<file path="src/rtl/addsub_pkg.sv">
// -----------------------------------------------------------------------------
// addsub_pkg
// Shared definitions for the add/sub pipeline:
//   mode_e         - operation select (ADD, SUB, ACC, SAT)
//   LAT_MIN/LAT_MAX - legal range of the pipeline latency parameter
//   clamp_lat()    - folds an out-of-range latency into the legal range
// Optional feature macro used by the importing RTL: ADDSUB_PIPE_SAT_EN
// -----------------------------------------------------------------------------
package addsub_pkg;

  typedef enum logic [1:0] {
    MODE_ADD = 2'b00,
    MODE_SUB = 2'b01,
    MODE_ACC = 2'b10,
    MODE_SAT = 2'b11
  } mode_e;

  localparam int LAT_MIN = 1;
  localparam int LAT_MAX = 4;

  // Keeps the stage count inside the range the pipeline is built for.
  function automatic int clamp_lat(input int lat);
    int res;
    if (lat < LAT_MIN) begin
      res = LAT_MIN;
    end else if (lat > LAT_MAX) begin
      res = LAT_MAX;
    end else begin
      res = lat;
    end
    return res;
  endfunction

endpackage

</file>
<file path="src/rtl/addsub_stage.sv">
// -----------------------------------------------------------------------------
// addsub_stage
// One stallable register stage of the add/sub pipeline.
// Ports:
//   clk, rst_n       - clock, asynchronous active-low reset
//   stall            - global stall, holds the stage contents when high
//   d_valid/d_y/d_ovf - stage input (valid flag, result, overflow flag)
//   q_valid/q_y/q_ovf - registered stage output
// -----------------------------------------------------------------------------
module addsub_stage #(
  parameter int W = 12
) (
  input  logic         clk,
  input  logic         rst_n,
  input  logic         stall,
  input  logic         d_valid,
  input  logic [W-1:0] d_y,
  input  logic         d_ovf,
  output logic         q_valid,
  output logic [W-1:0] q_y,
  output logic         q_ovf
);

  // Stage register: cleared by reset, frozen while the pipeline is stalled.
  always_ff @(posedge clk or negedge rst_n) begin
    if (!rst_n) begin
      q_valid <= 1'b0;
      q_y     <= '0;
      q_ovf   <= 1'b0;
    end else if (!stall) begin
      q_valid <= d_valid;
      q_y     <= d_y;
      q_ovf   <= d_ovf;
    end else begin
      q_valid <= q_valid;
      q_y     <= q_y;
      q_ovf   <= q_ovf;
    end
  end

endmodule

</file>
<file path="src/rtl/addsub_pipe.sv">
// -----------------------------------------------------------------------------
// addsub_pipe
// Pipelined unsigned add / subtract / accumulate / saturating-add unit with a
// valid/ready handshake on both sides and a global stall.
// Parameters: W (operand width), LAT (acceptance-to-result latency in cycles).
// Ports:
//   clk, rst_n          - clock, asynchronous active-low reset
//   in_valid, in_ready  - operand handshake
//   mode                - 00 ADD, 01 SUB, 10 ACC, 11 SAT
//   a, b                - unsigned operands
//   acc_clr             - synchronous accumulator clear (applied before an ACC add)
//   out_valid, out_ready - result handshake
//   y, ovf              - result and carry/borrow/saturation flag
// Optional feature: define ADDSUB_PIPE_SAT_EN to enable saturation in mode 11;
// without it mode 11 is a plain wrapping ADD.
// -----------------------------------------------------------------------------
module addsub_pipe
  import addsub_pkg::*;
#(
  parameter int W   = 12,
  parameter int LAT = 2
) (
  input  logic         clk,
  input  logic         rst_n,
  input  logic         in_valid,
  output logic         in_ready,
  input  logic [1:0]   mode,
  input  logic [W-1:0] a,
  input  logic [W-1:0] b,
  input  logic         acc_clr,
  output logic         out_valid,
  input  logic         out_ready,
  output logic [W-1:0] y,
  output logic         ovf
);

  localparam int STAGES = clamp_lat(LAT);

  logic                      stall_s;
  logic                      accept_s;
  logic [W-1:0]              acc_r;
  logic [W-1:0]              acc_base_s;
  logic [W:0]                sum_s;
  logic [W:0]                diff_s;
  logic [W:0]                acc_sum_s;
  logic [W-1:0]              res_y_s;
  logic                      res_ovf_s;
  logic [STAGES:0]           stg_valid_s;
  logic [STAGES:0][W-1:0]    stg_y_s;
  logic [STAGES:0]           stg_ovf_s;

  // A held result at the output freezes the whole pipe and blocks new input.
  assign stall_s  = out_valid && !out_ready;
  assign in_ready = !stall_s;
  assign accept_s = in_valid && in_ready;

  // Result arithmetic, computed ahead of the first stage.
  always_comb begin
    // Clear takes effect before the add so acc_clr with ACC yields acc = a.
    acc_base_s = acc_clr ? '0 : acc_r;
    sum_s      = {1'b0, a} + {1'b0, b};
    // Bit W of the extended difference is the borrow (a < b).
    diff_s     = {1'b0, a} - {1'b0, b};
    acc_sum_s  = {1'b0, acc_base_s} + {1'b0, a};
    res_y_s    = sum_s[W-1:0];
    res_ovf_s  = sum_s[W];
    case (mode_e'(mode))
      MODE_ADD: begin
        res_y_s   = sum_s[W-1:0];
        res_ovf_s = sum_s[W];
      end
      MODE_SUB: begin
        res_y_s   = diff_s[W-1:0];
        res_ovf_s = diff_s[W];
      end
      MODE_ACC: begin
        res_y_s   = acc_sum_s[W-1:0];
        res_ovf_s = acc_sum_s[W];
      end
      MODE_SAT: begin
`ifdef ADDSUB_PIPE_SAT_EN
        if (sum_s[W]) begin
          res_y_s   = '1;
          res_ovf_s = 1'b1;
        end else begin
          res_y_s   = sum_s[W-1:0];
          res_ovf_s = 1'b0;
        end
`else
        res_y_s   = sum_s[W-1:0];
        res_ovf_s = sum_s[W];
`endif
      end
      default: begin
        res_y_s   = sum_s[W-1:0];
        res_ovf_s = sum_s[W];
      end
    endcase
  end

  // Accumulator: moves only on an accepted ACC or on a clear request.
  always_ff @(posedge clk or negedge rst_n) begin
    if (!rst_n) begin
      acc_r <= '0;
    end else if (accept_s && (mode_e'(mode) == MODE_ACC)) begin
      acc_r <= acc_sum_s[W-1:0];
    end else if (acc_clr) begin
      acc_r <= '0;
    end else begin
      acc_r <= acc_r;
    end
  end

  assign stg_valid_s[0] = accept_s;
  assign stg_y_s[0]     = res_y_s;
  assign stg_ovf_s[0]   = res_ovf_s;

  for (genvar i = 0; i < STAGES; i++) begin : g_stage
    addsub_stage #(.W(W)) u_stage (
      .clk     (clk),
      .rst_n   (rst_n),
      .stall   (stall_s),
      .d_valid (stg_valid_s[i]),
      .d_y     (stg_y_s[i]),
      .d_ovf   (stg_ovf_s[i]),
      .q_valid (stg_valid_s[i+1]),
      .q_y     (stg_y_s[i+1]),
      .q_ovf   (stg_ovf_s[i+1])
    );
  end

  assign out_valid = stg_valid_s[STAGES];
  assign y         = stg_y_s[STAGES];
  assign ovf       = stg_ovf_s[STAGES];

endmodule

</file>
<file path="config.mk">
export PLATFORM = sky130hd
export DESIGN_NAME = addsub_pipe
export DESIGN_NICKNAME = d
export VERILOG_FILES = /design/src/rtl/addsub_pkg.sv /design/src/rtl/addsub_stage.sv /design/src/rtl/addsub_pipe.sv
export SDC_FILE = /design/constraint.sdc
export NUM_CORES = 1
export LEC_CHECK = 0
export ABC_AREA = 1
export CAP_MARGIN = 25
export CORE_MARGIN = 3
export CORE_UTILIZATION = 60
export DETAILED_ROUTE_END_ITERATION = 16
export PLACE_DENSITY = 0.85
export SLEW_MARGIN = 40
export SYNTH_ARGS = -nofsm -noshare
export SYNTH_HDL_FRONTEND = slang
export SYNTH_SLANG_ARGS = --single-unit
</file>
<file path="constraint.sdc">
create_clock -name clk -period 4.16 [get_ports clk]
set_input_delay 0.624 -clock clk [delete_from_list [all_inputs] [get_ports clk]]
set_output_delay 0.624 -clock clk [all_outputs]
set_load 0.01 [all_outputs]
</file>
[Word-level counts from Yosys, hierarchy flattened]
Index checks and enable logic that the tools add are counted.
Operators by class
  add/subtract/negate cells: 3
  eq/ne operators: 3
  mux-type cells: 4
  reductions and logical operators: 7
Operators by type and width (number)
  $pmux 12 s3: 1
  $add 12x12->13: 2
  $mux 12: 2
  $sub 12x12->13: 1
  $eq 2x2->1 const B: 2
  $logic_and 1x1->1: 3
  $pmux 1 s3: 1
  $eq 2x1->1 const B: 1
  $logic_not 1->1: 2
  $logic_not 2->1: 1
  $reduce_or 2->1: 1
Word-level totals
  register bits: 40
  input port bits: 31
  output and inout port bits: 15
  logic and storage cells: 24

[Depth between registers and ports, before layout]
  depth after elaboration: 6
  gate-level depth with buffers: 17
  gate-level depth less buffers: 16

[Modules after synthesis]
A second synthesis with hierarchy kept.
Unflattened totals
  cell total of the unflattened synthesis: 619
  area total of the unflattened synthesis: 3887.5 um^2
By module, submodules not included
  addsub_pipe: instances 1, cells each 501, area each 2826.5 um^2, sequential area each 300.3 um^2
  addsub_stage: instances 2, cells each 59, area each 530.5 um^2, sequential area each 350.3 um^2

[Worst setup path before layout]
No wires, ideal clock.
  path type: input port to flip-flop
  start point: in acc_clr
  end point: reg g_stage[0].u_stage.q_y[10]
  setup time: 116 ps
  arrival: 2298 ps
  required time: 4044 ps
  path slack: 1746 ps
  stages on the path: 15
  path buffers: 1
  cells stage by stage: clkbuf_1 > nor2_1 > ha_1 > inv_1 > fa_1 > o21ai_2 > nand2_1 > nand2_1 > nand2_1 > nand2_1 > nand2_1 > nand3_1 > nand3_1 > nand2_1 > nand2_1
On the way
  longest elaborated chain between the ends: 3
Ends and longest elaborated chain
  start: declaration: line addsub_pipe.sv:30  | input logic acc_clr,
  $mux 12
  $add 12x12->13: line addsub_pipe.sv:64  | acc_sum_s = {1'b0, acc_base_s} + {1'b0, a};
  $pmux 12 s3: line addsub_pipe.sv:67  | case (mode_e'(mode))
  end signal: assignment: line addsub_stage.sv:32  | q_y <= d_y;
  end signal: assignment: line addsub_stage.sv:36  | q_y <= q_y;
  end: declaration: line addsub_stage.sv:20  | output logic [W-1:0] q_y,
No other way between the ends.
A chain may end at the register's enable or synchronous reset.

[Worst setup path in the final report]
  start point: in out_ready
  end point: out in_ready
On the way
  longest elaborated chain between the ends: 3
Ends and longest elaborated chain
  start: declaration: line addsub_pipe.sv:32  | input logic out_ready,
  $logic_not 1->1: line addsub_pipe.sv:53  | assign stall_s = out_valid && !out_ready;
  $logic_and 1x1->1: line addsub_pipe.sv:53
  $logic_not 1->1
  end: declaration: line addsub_pipe.sv:26  | output logic in_ready,
No other way between the ends.

==> flow_summary.rst <==
.. list-table::
   :header-rows: 1

   * - Metric
     - Value
   * - Cell chain of the critical path
     - clkdlybuf4s50_1 > nor2_2 > buf_4 > inv_1 > clkdlybuf4s50_1
   * - Detailed placer's ending HPWL
     - 7860 µm
   * - Cells after Synth
     - 573
   * - Floorplan die height
     - 84.5 µm
   * - CTS sink cnt
     - 40
   * - Drt initial violations
     - 302
   * - Final setup viols
     - 0
   * - Clock-pin slew on the worst setup and hold paths
     - 0.09 ns
   * - Hold buffers post-CTS
     - 0
   * - Global-route usage over all layers
     - 28.9%
   * - Initial standard-cell utilization of the core
     - 64.3%
   * - Cell accounting for the most synthesized area
     - dfrtp_1
   * - Fraction of the yosys area taken by sequential cells
     - 27.1%
   * - X dimension of the die
     - 84.5 µm
   * - Endpoint type of the worst setup path
     - primary output
   * - Clk_lat worst skew
     - 0.31 ns
   * - Commonest non-fill, non-tap cell in the layout
     - nand2_1
   * - Final Hold Violating Endpoints
     - 0
   * - Outcome
     - finished clean
   * - DRC Markers
     - 0
   * - DRT Pass-1 Iters
     - 6
   * - Least setup slack across all paths after layout
     - 1.27 ns
   * - Count of input and output buffers
     - 45
   * - Leak
     - 2.32 nW
   * - Vias in the first global route
     - 3613
   * - Post-detailed-routing wire length
     - 10200 µm
   * - Leading cell types in the layout, fill and taps excluded
     - nand2_1, inv_1, nand3_1
   * - Total number of vias
     - 3849
   * - Post-DR vias/cell
     - 5.62
   * - Max H-tree Level
     - 2
   * - Number of flops mapped to enable cells by yosys
     - 0
   * - Post-DRT Antenna Nets
     - 0
   * - Die area
     - 7130 µm²
   * - Cell with the most instances on the worst path
     - clkdlybuf4s50_1
   * - Dominant cells by area after synthesis
     - dfrtp_1, nand2_1, ha_1
   * - Fraction of post-synthesis cell area in the top cell type by area
     - 27.1%
   * - # IOs
     - 46
   * - Number of standard cells in the layout, taps in and fillers out
     - 685
   * - CP required
     - 3.54 ns
   * - Sum of negative setup slack
     - 0 ns
   * - Most common flop cell mapped by yosys
     - dfrtp_1
   * - Root Driver
     - clkbuf_8
   * - RSZ-0062 raised after global routing
     - false
   * - IR drop worst, VDD
     - 0.234 mV
   * - Worst setup slack after placement
     - 0.984 ns
   * - Total nets after synthesis
     - 645
   * - Average cell area after synthesis
     - 6.45 µm²
   * - Post-synth design cell area
     - 3690 µm²
   * - Count of yosys warnings during synthesis
     - 0
   * - Total chip power
     - 0.00133 W
   * - Post-DR wirelength/cell
     - 14.8 µm
   * - Layout-stage area growth over the synthesis result
     - 16.0%
   * - R2r setup slk
     - 1.99 ns
   * - Floorplan Core Area
     - 5740 µm²
   * - Layout cell share with drive strength beyond 1
     - 4.73%
   * - Top fanout value on the critical path
     - 26
   * - Ys async rst share
     - 100%
   * - Number of library cell types mapped by synthesis
     - 32
   * - Total of max-cap violations
     - 0
   * - Ant. Diodes
     - 0
   * - Count of instances resized after the clock tree is built
     - 0
   * - Worst slew slack as a fraction of its limit
     - 58.2%
   * - Final global-route overflow total
     - 0
   * - Count of final max-slew check failures
     - 0
   * - Critical path startpoint category
     - input port
   * - Worst hold path type
     - input port to async pin
   * - Flip-flop and latch count after synthesis
     - 40
   * - Number of setup buffers added after CTS
     - 0
   * - Final layout net count
     - 684
   * - Worst Path Class, Setup
     - input port to primary output
   * - Worst slew pin tran
     - 0.626 ns
   * - Delay contributed by the slowest stage of the critical path
     - 0.63 ns
   * - Maximum buffer depth of the clock tree
     - 2
   * - Antenna violations before repair
     - 0
   * - Total clock buffers created by CTS
     - 5
   * - Power density of the placed cells
     - 309 nW/µm²
   * - Share of the clock period used by the worst path after layout
     - 69.4%
   * - Maximum number of pins on one net before global-route repair
     - 41
   * - Total number of placement rows
     - 27
   * - Final GP Congestion
     - 1.00
   * - Setup skew after layout
     - 0.00224 ns
   * - Cell with the largest stage delay on the worst path
     - clkdlybuf4s50_1
   * - Achievable frequency
     - 0.346 GHz
   * - # placed instances
     - 677
   * - Global-route wire length before repair
     - 16800 µm
   * - Data arrival time at the worst-slack endpoint
     - 2.26 ns
   * - Clock tree from TritonCTS
     - yes
   * - Post-route minimum period
     - 2.89 ns
per-stage QoR:
step           hold slack, ns  instance area, µm²  utilization, %
3_3_place_gp            0.435                4170            72.6
2_1_floorplan           0.328                3690               -
3_5_place_dp            0.451                4170            72.6
4_1_cts                 0.312                4290            74.6
5_1_grt                 0.341                4290            74.6
6_report                0.293                4290            74.6
synthesized netlist by cell type (4+ instances only):
master and n:
nor3_1 5, dfrtp_1 40, o21ai_1 5, inv_1 80, o21ai_0 30, buf_2 6
o21bai_1 4, inv_2 5, a21oi_1 32, nand2_2 4, buf_4 4, nor2_1 44
nand2_1 190, a31oi_1 5, nand3_1 48, clkbuf_1 5, ha_1 38, nand4_1 6
layer usage:
layer | track usage [%] | part of all wire [%] | vias up
met5 | 0 | 0 | -
met3 | 3.73 | 7.7 | 26
met4 | 9.78 | 2.8 | 0
met2 | 48.4 | 46 | 190
li1 | - | - | 1891
met1 | 38.6 | 43 | 1742
cell type report:
class	count	area, µm²
multi-input cells	432	2290
fillers	481	1460
flip-flops and latches	40	1000
repair buffers	48	470
inverters	85	319
well taps	72	90.1
clock buffers	5	68.8
clock inverters	3	46.3
flip-flops by register name, summed over array words and instances, names as in the netlist:
name                     count
g_stage.u_stage.q_valid      2
acc_r                       12
g_stage.u_stage.q_y         24
g_stage.u_stage.q_ovf        2
power by group:
group | internal, W | total [W] | switching (W)
combinational | 0.000202 | 0.000494 | 0.000291
clock | 0.000181 | 0.000342 | 0.000161
sequential | 0.000455 | 0.000490 | 0.0000348
total | 0.000838 | 0.00133 | 0.000487
kinds of logic (layout without fill, tap and decap cells):
group                      count (synthesis)  count (layout)  share of synthesized area [%]
AOI/OAI and AO/OA                         83              83                           12.4
and+or+nand+nor                          303             303                           33.9
DFF                                       40              40                           27.1
adders and majority gates                 41              41                           14.5
buffers and inverters                    101             141                           10.9
xor gates and xnor gates                   5               5                           1.19
worst max-delay path, delay by kind of cell:
family / cells / cell delay [ns]
buffers and inverters: 4 / 1.60
AND/OR/NAND/NOR: 1 / 0.04
worst paths after layout:
kind                                                   startpoint                                     end  cells after the start
setup / recovery                                        out_ready                                in_ready                      5
hold / removal                                              rst_n                      acc_r[0]$_DFF_PN0_                      1
setup reg to reg                               acc_r[0]$_DFF_PN0_    g_stage[0].u_stage.q_ovf$_DFFE_PN0N_                     16
hold reg to reg            g_stage[0].u_stage.q_valid$_DFFE_PN0N_  g_stage[1].u_stage.q_valid$_DFFE_PN0N_                      2
max in group asynchronous                                   rst_n  g_stage[1].u_stage.q_y[11]$_DFFE_PN0N_                      1
min in group clk           g_stage[0].u_stage.q_valid$_DFFE_PN0N_  g_stage[1].u_stage.q_valid$_DFFE_PN0N_                      2
Note: power is estimated with default switching activity, not from simulation.
